### src/rtl/pe_pkg.sv
// Shared types and helpers for the PE row: FSM state encoding, default widths
// and the saturating adder used when the design is built with PE_SAT_EN.
package pe_pkg;

  localparam int DEFAULT_DATA_W = 16;
  localparam int DEFAULT_ACC_W  = 32;
  localparam int DEFAULT_LEN_W  = 8;

  // Working width of sat_add; any ACC_W up to this value is supported.
  localparam int SAT_W = 64;

  typedef enum logic [1:0] {
    IDLE = 2'd0,
    ACC  = 2'd1,
    HOLD = 2'd2
  } state_t;

  typedef struct packed {
    logic             sat;
    logic [SAT_W-1:0] sum;
  } sat_res_t;

  // Adds two sign-extended operands and clamps the result to a w-bit signed range.
  function automatic sat_res_t sat_add(input logic signed [SAT_W-1:0] a,
                                       input logic signed [SAT_W-1:0] b,
                                       input int unsigned              w);
    logic signed [SAT_W:0] full;
    logic signed [SAT_W:0] hi;
    logic signed [SAT_W:0] lo;
    sat_res_t              r;
    full = $signed({a[SAT_W-1], a}) + $signed({b[SAT_W-1], b});
    hi   = (65'sd1 <<< (w - 1)) - 65'sd1;
    lo   = -(65'sd1 <<< (w - 1));
    if (full > hi) begin
      r.sat = 1'b1;
      r.sum = hi[SAT_W-1:0];
    end else if (full < lo) begin
      r.sat = 1'b1;
      r.sum = lo[SAT_W-1:0];
    end else begin
      r.sat = 1'b0;
      r.sum = full[SAT_W-1:0];
    end
    return r;
  endfunction

endpackage

### src/rtl/pe_mul_add.sv
// Combinational datapath of the PE: signed multiply, sign-extend to ACC_W and add.
// Wraps in the default build; saturates and reports it when PE_SAT_EN is defined.
module pe_mul_add
  import pe_pkg::*;
#(
  parameter int DATA_W = DEFAULT_DATA_W,
  parameter int ACC_W  = DEFAULT_ACC_W
) (
  input  logic signed [DATA_W-1:0] ifmap,
  input  logic signed [DATA_W-1:0] filter,
  input  logic signed [ACC_W-1:0]  addend,
`ifdef PE_SAT_EN
  output logic                     sat,
`endif
  output logic signed [ACC_W-1:0]  sum
);

  logic signed [2*DATA_W-1:0] prod;
  logic signed [ACC_W-1:0]    prod_ext;

  assign prod     = ifmap * filter;
  assign prod_ext = ACC_W'(prod);

`ifdef PE_SAT_EN
  sat_res_t res;

  assign res = sat_add(SAT_W'(addend), SAT_W'(prod_ext), ACC_W);
  assign sum = res.sum[ACC_W-1:0];
  assign sat = res.sat;
`else
  assign sum = addend + prod_ext;
`endif

endmodule

### src/rtl/pe_mac.sv
// Handshaked multiply-accumulate PE: folds a window of cfg_len products onto an
// upstream seed psum and emits one result per window. Optional macro: PE_SAT_EN.
module pe_mac
  import pe_pkg::*;
#(
  parameter int DATA_W = DEFAULT_DATA_W,
  parameter int ACC_W  = DEFAULT_ACC_W,   // must be >= 2*DATA_W
  parameter int LEN_W  = DEFAULT_LEN_W
) (
  input  logic                     clk,
  input  logic                     rst,
  input  logic                     en,
  input  logic [LEN_W-1:0]         cfg_len,
  input  logic                     in_valid,
  output logic                     in_ready,
  input  logic signed [DATA_W-1:0] in_ifmap,
  input  logic signed [DATA_W-1:0] in_filter,
  input  logic signed [ACC_W-1:0]  in_psum,
  output logic                     out_valid,
  input  logic                     out_ready,
  output logic signed [ACC_W-1:0]  out_psum,
`ifdef PE_SAT_EN
  output logic                     sat_flag,
`endif
  output logic                     busy
);

  state_t                  state;
  state_t                  state_nxt;
  logic signed [ACC_W-1:0] acc;
  logic signed [ACC_W-1:0] addend;
  logic signed [ACC_W-1:0] sum;
  logic [LEN_W-1:0]        cnt;
  logic [LEN_W-1:0]        cnt_inc;
  logic [LEN_W-1:0]        len_q;
  logic [LEN_W-1:0]        len_eff;
  logic                    in_fire;
  logic                    out_fire;
`ifdef PE_SAT_EN
  logic                    sat;
`endif

  assign len_eff  = (cfg_len == '0) ? LEN_W'(1) : cfg_len;
  assign cnt_inc  = cnt + LEN_W'(1);

  assign in_ready  = rst & en & (state != HOLD);
  assign out_valid = rst & en & (state == HOLD);
  assign out_psum  = acc;
  assign busy      = (state != IDLE);

  // Both ready/valid terms already carry en, so a frozen PE never fires.
  assign in_fire  = in_valid & in_ready;
  assign out_fire = out_valid & out_ready;

  assign addend = (state == IDLE) ? in_psum : acc;

  pe_mul_add #(
    .DATA_W (DATA_W),
    .ACC_W  (ACC_W)
  ) u_mul_add (
    .ifmap  (in_ifmap),
    .filter (in_filter),
    .addend (addend),
`ifdef PE_SAT_EN
    .sat    (sat),
`endif
    .sum    (sum)
  );

  always_comb begin
    // NOTE: assigning the default first keeps every path driven, so no latch is inferred.
    state_nxt = state;
    unique case (state)
      IDLE:    if (in_fire) state_nxt = (len_eff == LEN_W'(1)) ? HOLD : ACC;
      ACC:     if (in_fire && (cnt_inc == len_q)) state_nxt = HOLD;
      HOLD:    if (out_fire) state_nxt = IDLE;
      default: state_nxt = IDLE;
    endcase
  end

  // NOTE: sequential state uses non-blocking assignments so every register samples pre-edge values.
  always_ff @(posedge clk) begin
    if (!rst) begin
      state <= IDLE;
      acc   <= '0;
      cnt   <= '0;
      len_q <= '0;
    end else if (en) begin
      state <= state_nxt;
      if (in_fire) begin
        acc <= sum;
        if (state == IDLE) begin
          cnt   <= LEN_W'(1);
          len_q <= len_eff;
        end else begin
          cnt <= cnt_inc;
        end
      end
    end
  end

`ifdef PE_SAT_EN
  // Sticky per window: the first beat restarts it, later beats only OR in.
  always_ff @(posedge clk) begin
    if (!rst) begin
      sat_flag <= 1'b0;
    end else if (in_fire) begin
      sat_flag <= (state == IDLE) ? sat : (sat_flag | sat);
    end
  end
`endif

endmodule

### config.mk
export PLATFORM = sky130hd
export DESIGN_NAME = pe_mac
export DESIGN_NICKNAME = d
export VERILOG_FILES = /design/src/rtl/pe_pkg.sv /design/src/rtl/pe_mul_add.sv /design/src/rtl/pe_mac.sv
export SDC_FILE = /design/constraint.sdc
export NUM_CORES = 1
export LEC_CHECK = 0
export ABC_AREA = 1
export ABC_CLOCK_PERIOD_IN_PS = 9350
export CAP_MARGIN = 20
export CORE_MARGIN = 4
export CORE_UTILIZATION = 52
export CTS_CLUSTER_SIZE = 30
export DETAILED_ROUTE_END_ITERATION = 8
export PLACE_DENSITY = 0.7
export SLEW_MARGIN = 25
export SYNTH_ARGS = -nofsm -noshare
export SYNTH_HDL_FRONTEND = slang
export SYNTH_SLANG_ARGS = --single-unit
export TNS_END_PERCENT = 50
### constraint.sdc
create_clock -name clk -period 9.35 [get_ports clk]
set_input_delay 2.805 -clock clk [delete_from_list [all_inputs] [get_ports clk]]
set_output_delay 2.805 -clock clk [all_outputs]
set_load 0.02 [all_outputs]
# Word level (Yosys, flattened, before mapping)
# Cells that the tools add are included.
dict set report totals {
  regBits 50
  inputBits 77
  out_inout_bits 35
  wordCells 35
}
dict set report classes {
  addsub 2
  multipliers 1
  eq_ne 8
  n_mux 8
  bitwise_logic 5
  reduce_logical 7
}
# op n
set ops {}
lappend ops {{$add 32x32->32} 1}
lappend ops {{$mul 16x16->32} 1}
lappend ops {{$mux 32} 1}
lappend ops {{$mux 8} 2}
lappend ops {{$add 8x1->8 const B} 1}
lappend ops {{$eq 8x1->1 const B} 1}
lappend ops {{$eq 8x8->1} 1}
lappend ops {{$logic_not 8->1} 1}
lappend ops {{$mux 2} 4}
lappend ops {{$ne 2x2->1 const B} 4}
lappend ops {{$pmux 2 s3} 1}
lappend ops {{$and 1x1->1} 5}
lappend ops {{$reduce_and 4->1} 1}
lappend ops {{$reduce_and 3->1} 1}
lappend ops {{$eq 2x1->1 const B} 1}
lappend ops {{$eq 2x2->1 const B} 1}
lappend ops {{$logic_not 2->1} 1}
lappend ops {{$reduce_and 2->1} 1}
lappend ops {{$reduce_bool 2->1} 1}
lappend ops {{$logic_and 1x1->1} 1}

# Logic depth before layout (Yosys ltp)
dict set report logic_depth {
  word_depth 6
  ltp_mapped 30
}

# Modules after synthesis
# A second synthesis with hierarchy kept.
dict set report hier_totals {
  cells_unflattened 1928
  hier_area_um2 14273.7
}
# module instances cells_per_inst area_each_um2
set modules_own_cells {}
lappend modules_own_cells {pe_mul_add 1 1538 11772.5}
lappend modules_own_cells {pe_mac 1 390 2501.1}

# Worst setup path before layout
# Ideal clock, no wire load.
dict set report synth_path {
  path_type {input -> register}
  from {in in_ifmap[15]}
  to {reg acc[30], in the netlist out_psum[30]}
  setup_time_ps 109
  t_arrival_ps 8064
  required_time_ps 9241
  setup_slack_ps 1176
  cell_stages 26
  n_path_buf 2
  cell_sequence {buf_2 -> clkbuf_1 -> nand2_1 -> inv_1 -> fa_1 -> inv_1 -> fa_1 -> inv_1 -> fa_1 -> inv_1 -> fa_1 -> inv_1 -> fa_1 -> inv_1 -> fa_1 -> inv_1 -> ha_1 -> inv_1 -> nor3_1 -> nand2_1 -> nor4_1 -> nand2_1 -> nand3_1 -> nand3_1 -> nand2_1 -> inv_1}
}
dict set report synth_via {
  elab_chain_cells 2
}
# item line
set synth_rtl {}
lappend synth_rtl {{start, declared} pe_mac.sv:16} ;# input logic signed [DATA_W-1:0] in_ifmap,
lappend synth_rtl {{$mul 16x16->32} pe_mul_add.sv:21} ;# assign prod = ifmap * filter;
lappend synth_rtl {{$add 32x32->32} pe_mul_add.sv:31} ;# assign sum = addend + prod_ext;
lappend synth_rtl {{end signal, assigned} pe_mac.sv:91} ;# acc <= sum;
lappend synth_rtl {{end, declared} pe_mac.sv:30} ;# logic signed [ACC_W-1:0] acc;
# No other way between the ends.
# A chain may end at the register's enable or synchronous reset.

# Worst setup path in the final report
dict set report layout_path {
  from {in in_ifmap[5]}
  to {reg acc[20], in the netlist out_psum[20]}
}
# Same word-level chain as after synthesis.

==> run metrics <==
Row Count 60; number of primary I/O pins 112; post-cts sizing count 0; gate count after technology mapping 1,912; peak per-stage delay on the critical path 0.77 ns; buffer cell driving the clock tree root sky130_fd_sc_hd__clkbuf_16; # Post-CTS Setup Buffers 0; number of max-cap violations 0; vias 11,800; cells along the critical path clkdlybuf4s50_1, nand2_1, inv_1, fa_1, inv_1, fa_1, inv_1, fa_1, fa_1, fa_1, inv_1, fa_1, inv_1, ha_1, a21oi_1, o21ai_0, a21oi_1, nand2_1, nand3_2, nand2_1, nand2_1, nand3_1, nand2_1, inv_1; Clock Sink Count 50; Total GRT Usage 25.1%; maximum number of pins on one net before global-route repair 67; result of the run finished clean; per-cell routed wire length 15.8 um; synthesized-area fraction occupied by and/or/nand/nor cells 17.8%; number of global-route vias before repair 12,300; worst setup skew after layout 0.00568 ns; share of flip-flops with an asynchronous set or reset 0%; number of H-tree branching levels 2; wire length of the first global-routing pass 61.5 mm; Finished Layout Cells 2,337; Port Buffer Count 111; die footprint 30,000 um^2; remaining antenna violation count after routing 0; yosys synthesis warning count 0; hold buffer count at CTS 0; class of the tightest hold or removal check flip-flop to flip-flop; fraction of layout instances using a drive strength above 1 3.66%; detailed-route wire length 36.8 mm; post-synthesis average cell area 7.43 um^2; number of pins with negative max-slew slack in the final report 0; element type at the critical path end flip-flop; data required time at the worst endpoint 9.55 ns; arrival time at the worst endpoint 9.04 ns; Core Box Area 26,900 um^2; Die Span X 173 um; synthesized net count 2,380; final routed DRC violation total 0; fraction of the core area covered by cells at the end of the flow 59.3%; Final setup viols 0; Filler cells 2,546; register bit count reported by yosys 50; final total negative setup slack 0 ns; placed wire-length estimate after detailed placement 32.5 mm; commonest register cell after synthesis sky130_fd_sc_hd__dfxtp_1; Min Clock Period, post-route 8.84 ns; type of element launching the critical path input pin; achievable frequency 113 MHz; fraction of the mapped netlist area in adder cells 49.9%; vias per std cell 5.04; NumNets Final 2,463; Setup Crit Path Kind input pin to flip-flop; xor/xnor share of the synthesized area 1.11%; placed cells 2,329; area occupied by multi-input gates 10,700 um^2; unrepaired setup endpoints after global routing false; Reg area 1000 um^2; Remaining Overflow, GRT 0; proportion of synthesized chip area in sequential cells 7.05%; main combinational cell family by area after synthesis adder cells; biggest fanout along the worst timing path 12; die height 173 um; CTS clk-pin slew, worst paths 0.07 ns; Cell Area, Synth 14,200 um^2; Rel. slew slack 42.3%; transition time at the pin with the least slew margin 0.864 ns; first-pass iteration count of the detailed router 5; antenna violations before repair 0; count of unique library cells instantiated by Yosys 42; final period utilization 94.6%; Slowest cell on crit path sky130_fd_sc_hd__clkdlybuf4s50_1; Num CTS Buffers 5; insertion delay of the later-clocked pin in the worst-skew pair 0.30 ns; Initial Utilization 52.8%; First DRT Iteration DRCs 662; clk buf depth 2; CTS tree done; number of enable flip-flop cells after synthesis 0; area added between synthesis and finish 12.2%; RD Place Congestion 0.939; area fraction in compound gates after synthesis 6.65%; final hold vios 0; proportion of synthesized area in mux cells 0.0705%; ant diodes 0
synthesized netlist by cell type (3+ instances only):
| master | n | share of area, % |
|---|---|---|
| sky130_fd_sc_hd__a21o_1 | 6 | 0.32 |
| sky130_fd_sc_hd__a21oi_1 | 61 | 2.1 |
| sky130_fd_sc_hd__a21oi_2 | 3 | 0.19 |
| sky130_fd_sc_hd__buf_1 | 4 | 0.11 |
| sky130_fd_sc_hd__buf_2 | 7 | 0.25 |
| sky130_fd_sc_hd__clkbuf_1 | 64 | 1.7 |
| sky130_fd_sc_hd__dfxtp_1 | 50 | 7.0 |
| sky130_fd_sc_hd__fa_1 | 292 | 41 |
| sky130_fd_sc_hd__ha_1 | 99 | 8.7 |
| sky130_fd_sc_hd__inv_1 | 578 | 15 |
| sky130_fd_sc_hd__nand2_1 | 460 | 12 |
| sky130_fd_sc_hd__nand2_2 | 3 | 0.13 |
| sky130_fd_sc_hd__nand3_1 | 61 | 2.1 |
| sky130_fd_sc_hd__nand4_1 | 10 | 0.44 |
| sky130_fd_sc_hd__nor2_1 | 57 | 1.5 |
| sky130_fd_sc_hd__nor3_1 | 6 | 0.21 |
| sky130_fd_sc_hd__nor4_1 | 4 | 0.18 |
| sky130_fd_sc_hd__o21ai_0 | 92 | 3.2 |
| sky130_fd_sc_hd__o21ai_1 | 3 | 0.11 |
| sky130_fd_sc_hd__o21bai_1 | 5 | 0.26 |
| sky130_fd_sc_hd__or2_2 | 7 | 0.31 |
| sky130_fd_sc_hd__xnor2_1 | 7 | 0.43 |
| sky130_fd_sc_hd__xor2_1 | 11 | 0.68 |
path summary, 6_finish.rpt:
check | startpoint | endpoint | slack (ns) | cells past startpoint
worst max-delay path | in_ifmap[5] | out_psum[20] | 0.51 | 24
worst max register to register | state[1] | out_psum[20] | 3.00 | 22
worst min register to register | len_q[7] | len_q[7] | 0.47 | 2
worst min-delay path | len_q[7] | len_q[7] | 0.47 | 2
cell usage in the layout, fill, tap and decap left out, types with 3 or more instances in the layout:
cell type / Yosys / final
sky130_fd_sc_hd__xor2_1: 11 / 11
sky130_fd_sc_hd__a21oi_1: 61 / 61
sky130_fd_sc_hd__o21ai_1: 3 / 3
sky130_fd_sc_hd__o21bai_1: 5 / 5
sky130_fd_sc_hd__nand2_1: 460 / 460
sky130_fd_sc_hd__dfxtp_1: 50 / 50
sky130_fd_sc_hd__a21o_1: 6 / 6
sky130_fd_sc_hd__nor3_1: 6 / 6
sky130_fd_sc_hd__nand2_2: 3 / 3
sky130_fd_sc_hd__clkbuf_16: 0 / 5
sky130_fd_sc_hd__clkdlybuf4s50_1: 0 / 111
sky130_fd_sc_hd__a21oi_2: 3 / 3
sky130_fd_sc_hd__buf_4: 0 / 41
sky130_fd_sc_hd__xnor2_1: 7 / 7
sky130_fd_sc_hd__nand4_1: 10 / 10
sky130_fd_sc_hd__or2_2: 7 / 7
sky130_fd_sc_hd__fa_1: 292 / 292
sky130_fd_sc_hd__o21ai_0: 92 / 92
sky130_fd_sc_hd__nor2_1: 57 / 56
sky130_fd_sc_hd__nand3_1: 61 / 61
sky130_fd_sc_hd__inv_1: 578 / 578
sky130_fd_sc_hd__nor4_1: 4 / 4
sky130_fd_sc_hd__ha_1: 99 / 99
worst max-delay path, delay by kind of cell:
kind | cells | cell delay [ns]
and+or+nand+nor | 7 | 0.77
AOI/OAI and AO/OA | 3 | 1.00
buffers and inverters | 7 | 1.10
adders and majority gates | 7 | 3.35
stage by stage:
step | worst slack (ns) | hold slack (ns) | area [um^2]
6_report | 0.508 | 0.473 | 15900
5_1_grt | 0.0565 | 0.505 | 15900
4_1_cts | 0.529 | 0.474 | 15900
3_5_place_dp | 0.218 | 0.462 | 15800
3_3_place_gp | 0.263 | 0.460 | 15800
2_1_floorplan | 1.18 | 0.443 | 14200
cell type report:
type | count | share of cell area [%]
tap | 341 | 2.68
multi-input combinational | 1205 | 67.3
timing repair buffer | 152 | 8.91
sequential | 50 | 6.28
inverter | 581 | 13.7
clock buffer | 5 | 0.785
clock inverter | 3 | 0.306
routing by layer:
| layer | routed length (um) | track usage, % | share of wire, % | up-vias |
|---|---|---|---|---|
| li1 | - | - | - | 5651 |
| met2 | 17900 | 43.2 | 49 | 300 |
| met3 | 1690 | 2.01 | 4.6 | 49 |
| met5 | 0 | 0 | 0 | - |
| met1 | 16600 | 35.6 | 45 | 5775 |
| met4 | 650 | 4.69 | 1.8 | 0 |
flip-flops by register name, summed over array words and instances, names as in the netlist:
signal    count
cnt           8
len_q         8
out_psum     32
state         2
logic make-up after synthesis:
logic type	count (synthesis)
AOI/OAI and AO/OA	177
xor gates and xnor gates	18
adders and majority gates	391
buffers and inverters	657
DFF	50
muxes	1
and+or+nand+nor	618
Power is not shown: default switching activity piles up to over one toggle a cycle in this logic, so the estimate is an artifact.
